==> src/rtl/hazard_ctrl.sv <==
// hazard_ctrl: pipeline stall unit resolving Tuse/Tnew data hazards between ID and EX/MEM.
// Define HAZARD_MDU_STALL_EN to add the multiply/divide busy counter and its interlock.
module hazard_ctrl (
  input  logic        clk,
  input  logic        reset,
  input  logic [31:0] IR_D,
  input  logic [31:0] IR_E,
  input  logic [31:0] IR_M,
  output logic        PC_en,
  output logic        IF_ID_en,
  output logic        ID_EX_reset,
  output logic        md_busy,
  output logic [31:0] stall_cnt
);

`ifdef HAZARD_MDU_STALL_EN
  localparam logic MDU_EN = 1'b1;
`else
  localparam logic MDU_EN = 1'b0;
`endif

  // Tuse of an operand that is not read; compares as never-less-than any Tnew.
  localparam logic [1:0] T_NONE = 2'd3;

  typedef struct packed {
    logic [1:0] tuse_rs;
    logic [1:0] tuse_rt;
    logic [4:0] dst;
    logic [1:0] tnew_e;
    logic [1:0] tnew_m;
    logic       md_class;
    logic       md_start;
    logic [3:0] md_lat;
  } dec_t;

  localparam dec_t DEC_NONE = '{tuse_rs: T_NONE, tuse_rt: T_NONE, dst: 5'd0,
                                tnew_e: 2'd0, tnew_m: 2'd0, md_class: 1'b0,
                                md_start: 1'b0, md_lat: 4'd0};

  function automatic dec_t decode(input logic [31:0] ir);
    dec_t d;
    d = DEC_NONE;
    case (ir[31:26])
      6'h00: begin
        case (ir[5:0])
          6'h21, 6'h23: begin
            d.tuse_rs = 2'd1; d.tuse_rt = 2'd1; d.dst = ir[15:11]; d.tnew_e = 2'd1;
          end
          6'h08: d.tuse_rs = 2'd0;
          6'h18, 6'h19: begin
            d.tuse_rs = 2'd1; d.tuse_rt = 2'd1; d.md_class = 1'b1;
            d.md_start = 1'b1; d.md_lat = 4'd5;
          end
          6'h1A, 6'h1B: begin
            d.tuse_rs = 2'd1; d.tuse_rt = 2'd1; d.md_class = 1'b1;
            d.md_start = 1'b1; d.md_lat = 4'd10;
          end
          6'h10, 6'h12: begin
            d.dst = ir[15:11]; d.tnew_e = 2'd1; d.md_class = 1'b1;
          end
          6'h11, 6'h13: begin
            d.tuse_rs = 2'd1; d.md_class = 1'b1;
          end
          default: d = DEC_NONE;
        endcase
      end
      6'h0D: begin d.tuse_rs = 2'd1; d.dst = ir[20:16]; d.tnew_e = 2'd1; end
      6'h0F: begin d.dst = ir[20:16]; d.tnew_e = 2'd1; end
      6'h23: begin
        d.tuse_rs = 2'd1; d.dst = ir[20:16]; d.tnew_e = 2'd2; d.tnew_m = 2'd1;
      end
      6'h2B: begin d.tuse_rs = 2'd1; d.tuse_rt = 2'd2; end
      6'h04: begin d.tuse_rs = 2'd0; d.tuse_rt = 2'd0; end
      6'h03: d.dst = 5'd31;
      default: d = DEC_NONE;
    endcase
    // Without the MDU interlock these opcodes carry no hazard information at all.
    decode = (d.md_class && !MDU_EN) ? DEC_NONE : d;
  endfunction

  function automatic logic hit(input logic [4:0] src, input logic [1:0] tuse,
                               input logic [4:0] dst, input logic [1:0] tnew);
    hit = (tuse != T_NONE) && (src != 5'd0) && (src == dst) && (tuse < tnew);
  endfunction

  dec_t dec_d_s, dec_e_s, dec_m_s;
  logic data_stall_s, md_stall_s, stall_s;
  logic [31:0] stall_cnt_q;

  assign dec_d_s = decode(IR_D);
  assign dec_e_s = decode(IR_E);
  assign dec_m_s = decode(IR_M);

  assign data_stall_s = hit(IR_D[25:21], dec_d_s.tuse_rs, dec_e_s.dst, dec_e_s.tnew_e)
                      | hit(IR_D[20:16], dec_d_s.tuse_rt, dec_e_s.dst, dec_e_s.tnew_e)
                      | hit(IR_D[25:21], dec_d_s.tuse_rs, dec_m_s.dst, dec_m_s.tnew_m)
                      | hit(IR_D[20:16], dec_d_s.tuse_rt, dec_m_s.dst, dec_m_s.tnew_m);

`ifdef HAZARD_MDU_STALL_EN
  logic [3:0] md_cnt_q, md_cnt_d;

  // A new start always reloads the counter, even mid-operation.
  always_comb begin
    md_cnt_d = md_cnt_q;
    if (dec_e_s.md_start) begin
      md_cnt_d = dec_e_s.md_lat;
    end else if (md_cnt_q != 4'd0) begin
      md_cnt_d = md_cnt_q - 4'd1;
    end else begin
      md_cnt_d = 4'd0;
    end
  end

  // MDU remaining-cycles counter
  always_ff @(posedge clk) begin
    if (reset) begin
      md_cnt_q <= 4'd0;
    end else begin
      md_cnt_q <= md_cnt_d;
    end
  end

  assign md_busy = dec_e_s.md_start | (md_cnt_q != 4'd0);
`else
  assign md_busy = 1'b0;
`endif

  assign md_stall_s  = md_busy & dec_d_s.md_class;
  assign stall_s     = data_stall_s | md_stall_s;
  assign PC_en       = ~stall_s;
  assign IF_ID_en    = ~stall_s;
  assign ID_EX_reset = stall_s;
  assign stall_cnt   = stall_cnt_q;

  // Stalled-cycle counter, wraps naturally at 32 bits
  always_ff @(posedge clk) begin
    if (reset) begin
      stall_cnt_q <= 32'd0;
    end else if (stall_s) begin
      stall_cnt_q <= stall_cnt_q + 32'd1;
    end else begin
      stall_cnt_q <= stall_cnt_q;
    end
  end

  logic unused_s;
  assign unused_s = ^{IR_D[10:6], IR_E[10:6], IR_M[10:6], IR_E[25:21], IR_M[25:21],
                      dec_d_s.dst, dec_d_s.tnew_e, dec_d_s.tnew_m, dec_d_s.md_start,
                      dec_d_s.md_lat, dec_e_s.tuse_rs, dec_e_s.tuse_rt, dec_e_s.tnew_m,
                      dec_e_s.md_class, dec_e_s.md_start, dec_e_s.md_lat,
                      dec_m_s.tuse_rs, dec_m_s.tuse_rt, dec_m_s.tnew_e,
                      dec_m_s.md_class, dec_m_s.md_start, dec_m_s.md_lat};

endmodule

==> config.mk <==
export PLATFORM = sky130hd
export DESIGN_NAME = hazard_ctrl
export DESIGN_NICKNAME = d
export VERILOG_FILES = /design/src/rtl/hazard_ctrl.sv
export SDC_FILE = /design/constraint.sdc
export NUM_CORES = 1
export LEC_CHECK = 0
export ABC_AREA = 1
export CORE_MARGIN = 4
export CORE_UTILIZATION = 48
export DETAILED_ROUTE_END_ITERATION = 6
export PLACE_DENSITY_LB_ADDON = 0.3
export SYNTH_ARGS = -nofsm -noshare
export SYNTH_HDL_FRONTEND = slang
export SYNTH_SLANG_ARGS = --single-unit
==> constraint.sdc <==
create_clock -name clk -period 6.05 [get_ports clk]
set_input_delay 1.21 -clock clk [delete_from_list [all_inputs] [get_ports clk]]
set_output_delay 1.21 -clock clk [all_outputs]
set_load 0.05 [all_outputs]
==> flow_metrics.py <==
metrics = {
    "run_status": {
        "status": "finished, final reports clean",
    },
    "timing": {
        "tightest_slew_ns": 1.038,
        "fin_crit_ns": 5.472,
        "maxSlewViolCount": 0,
        "relSlewSlack_pct": 30.72,
        "rsz0062_at_grt": "no",
        "setup_tns_ns": 0,
        "setup_viol": 0,
        "worst_slack_ns": 0.5781,
        "fin_crit_sh_pct": 90.45,
        "fmax_ghz": 0.1828,
        "hold_viol_final": 0,
        "clock_skew_ns": 0.004132,
    },
    "placed_design": {
        "port_buffers": 100,
        "dp_cells": 726,
        "dp_hpwl_um": 6840,
        "place_ws_ns": 0.5851,
        "routabilityCongestion": 0.9078,
    },
    "min_path": {
        "hp-class": "reg2reg",
    },
    "finish": {
        "largest_reg_flops": 32,
        "fill_cells": 592,
        "register_area_sq_um": 640.6,
        "antennaDiodeCount": 0,
        "most-common-layout-cells": "nand2_1, clkdlybuf4s50_1, nor2_1",
        "multiInputGateArea_sq_um": 2198,
        "nets": 757,
        "layout_commonest_cell": "nand2_1",
        "area.growth.synth_to_final_pct": 32.07,
        "drive_above_1_share_pct": 7.154,
        "finalNonFillerCells": 734,
    },
    "routing": {
        "ant_nets": 0,
        "viasPerCell": 5.144,
        "routed_wl_um": 8821,
        "initialDrtViolationCount": 229,
        "met1_length_um": 4004,
        "highest_layer": "met4",
        "first_pass_iters": 4,
        "num_vias": 3776,
        "drc": 0,
        "wl_met3_um": 594,
        "met2_length_um": 4101,
        "routedWlPerCell_um": 12.02,
    },
    "die": {
        "core-area_sq_um": 6495,
        "pin_count": 134,
        "fp-row-count": 29,
        "dieHeight_um": 90.93,
        "initial_core_util_pct": 50.82,
        "die_w_um": 90.93,
        "dieArea_sq_um": 8267,
    },
    "clock_tree": {
        "cts_resized": 0,
        "cts_buffers": 5,
        "post_cts_buffers": 0,
        "cts_htree_levels": 2,
        "clock-sinks": 32,
        "clock_latency_ns": 0.29,
        "cts_hold_buf": 0,
        "cts_buffer_depth": 2,
        "path_clk_slew_ns": 0.07,
        "cts_tree": "done",
        "cts_root_buf": "clkbuf_8",
    },
    "synthesis": {
        "ys_seq_elements": 32,
        "async_flop_share_pct": 0,
        "synth_nets": 669,
        "synth-edff-count": 0,
        "synth_cells": 568,
        "synth_area_sq_um": 3301,
        "yosys.cell_types.count": 30,
        "ys_warn_count": 0,
        "synth_top_flop_cell": "dfxtp_1",
        "syn_area_per_cell_sq_um": 5.811,
        "seq_area_frac_synth_pct": 19.41,
    },
    "worst_setup_path": {
        "path_class": "in2out",
        "cp-start-kind": "input port",
        "crit_required_ns": 4.84,
        "endpoint_kind": "primary output",
        "cp_max_fo": 3,
        "crit_arrival_ns": 4.26,
    },
    "global_route": {
        "grt_pass1_wl_um": 14680,
        "grt.total_usage_pct": 20.72,
        "grt_max_degree": 65,
        "grt-ovfl-total": 0,
        "antenna_found_initial": 0,
        "first_global_vias": 3317,
    },
    "power": {
        "leakagePower_nw": 2.208,
        "ir_drop_mv": 0.08042,
        "p_per_area_nw_per_um2": 117.9,
    },
    "run": {
        "cap_viol_max_count": 0,
    },
}
==> per-stage QoR <==
step | area (sq um) | power [mW] | hold WS, ns | utilization, %
global placement | 4248 | 0.3054 | 0.5409 | 65.40
CTS | 4359 | 0.5168 | 0.6034 | 67.12
global route | 4359 | 0.5357 | 0.6399 | 67.12
finish | 4359 | 0.5139 | 0.5970 | 67.12
detailed placement | 4248 | 0.3068 | 0.5907 | 65.40
floorplan | 3301 | 0.2522 | 0.7644 | -
==> critical path, stage by stage <==
cell and delay, ns:
clkdlybuf4s50_1 0.43, nor2_1 0.19, nand2_1 0.09, nor2_2 0.13, inv_1 0.09, nor2_1 0.14, nor2_1 0.07, a21oi_1 0.21
inv_1 0.10, ha_1 0.28, inv_1 0.03, nor2_1 0.09, nor2_1 0.05, nand3_1 0.08, nand2_1 0.06, nand2_2 0.06
nand2_1 0.09, inv_1 0.08, clkdlybuf4s50_1 0.79
==> power breakdown <==
group	internal, mW	switching [mW]
Clock	0.122	0.0895
Combinational	0.0493	0.0425
Sequential	0.211	0.000131
==> cell families (layout without fill, tap and decap cells) <==
logic type / after synthesis / after routing / share of synthesized area [%]
and+or+nand+nor: 352 / 352 / 48.33
xor gates and xnor gates: 30 / 30 / 7.961
buffers and inverters: 100 / 189 / 14.14
AOI/OAI and AO/OA: 50 / 50 / 8.908
adders and majority gates: 3 / 3 / 1.137
DFF: 32 / 32 / 19.41
other: 1 / 1 / 0.1136
==> metal layers <==
layer | global-route usage, % | vias up
met1 | 27.14 | 1685
met5 | 0 | -
met4 | 6.030 | 0
met3 | 5.083 | 8
li1 | - | 1972
met2 | 33.72 | 111
==> synthesized netlist by cell type, drive strengths merged, types with 3 or more instances <==
library cell | count | area [sq um]
nand3 | 88 | 513.0
nor2 | 90 | 375.4
inv | 79 | 296.5
nand2 | 147 | 554.3
nand4 | 6 | 37.54
buf | 19 | 162.7
xor2 | 30 | 262.8
ha | 3 | 37.54
nor4 | 3 | 18.77
a21oi | 46 | 267.8
nor3 | 17 | 90.09
dfxtp | 32 | 640.6
==> cell type report <==
type | instances | area share, %
multi-input cells | 436 | 50.43
repair buffers | 102 | 23.31
flip-flops and latches | 32 | 14.70
inverters | 79 | 6.803
well taps | 77 | 2.210
clock buffers | 5 | 1.579
clock inverters | 3 | 0.9759
==> final timing paths <==
| kind | startpoint | slack, ns | cells past startpoint | to |
|---|---|---|---|---|
| worst max-delay path | IR_D[31] | 0.58 | 19 | IF_ID_en |
| worst min-delay path | stall_cnt[1] | 0.60 | 4 | stall_cnt[1] |
| worst max register to register | stall_cnt[2] | 3.62 | 10 | stall_cnt[29] |
| worst min register to register | stall_cnt[1] | 0.60 | 4 | stall_cnt[1] |
Power figures use the tool's default switching activity.
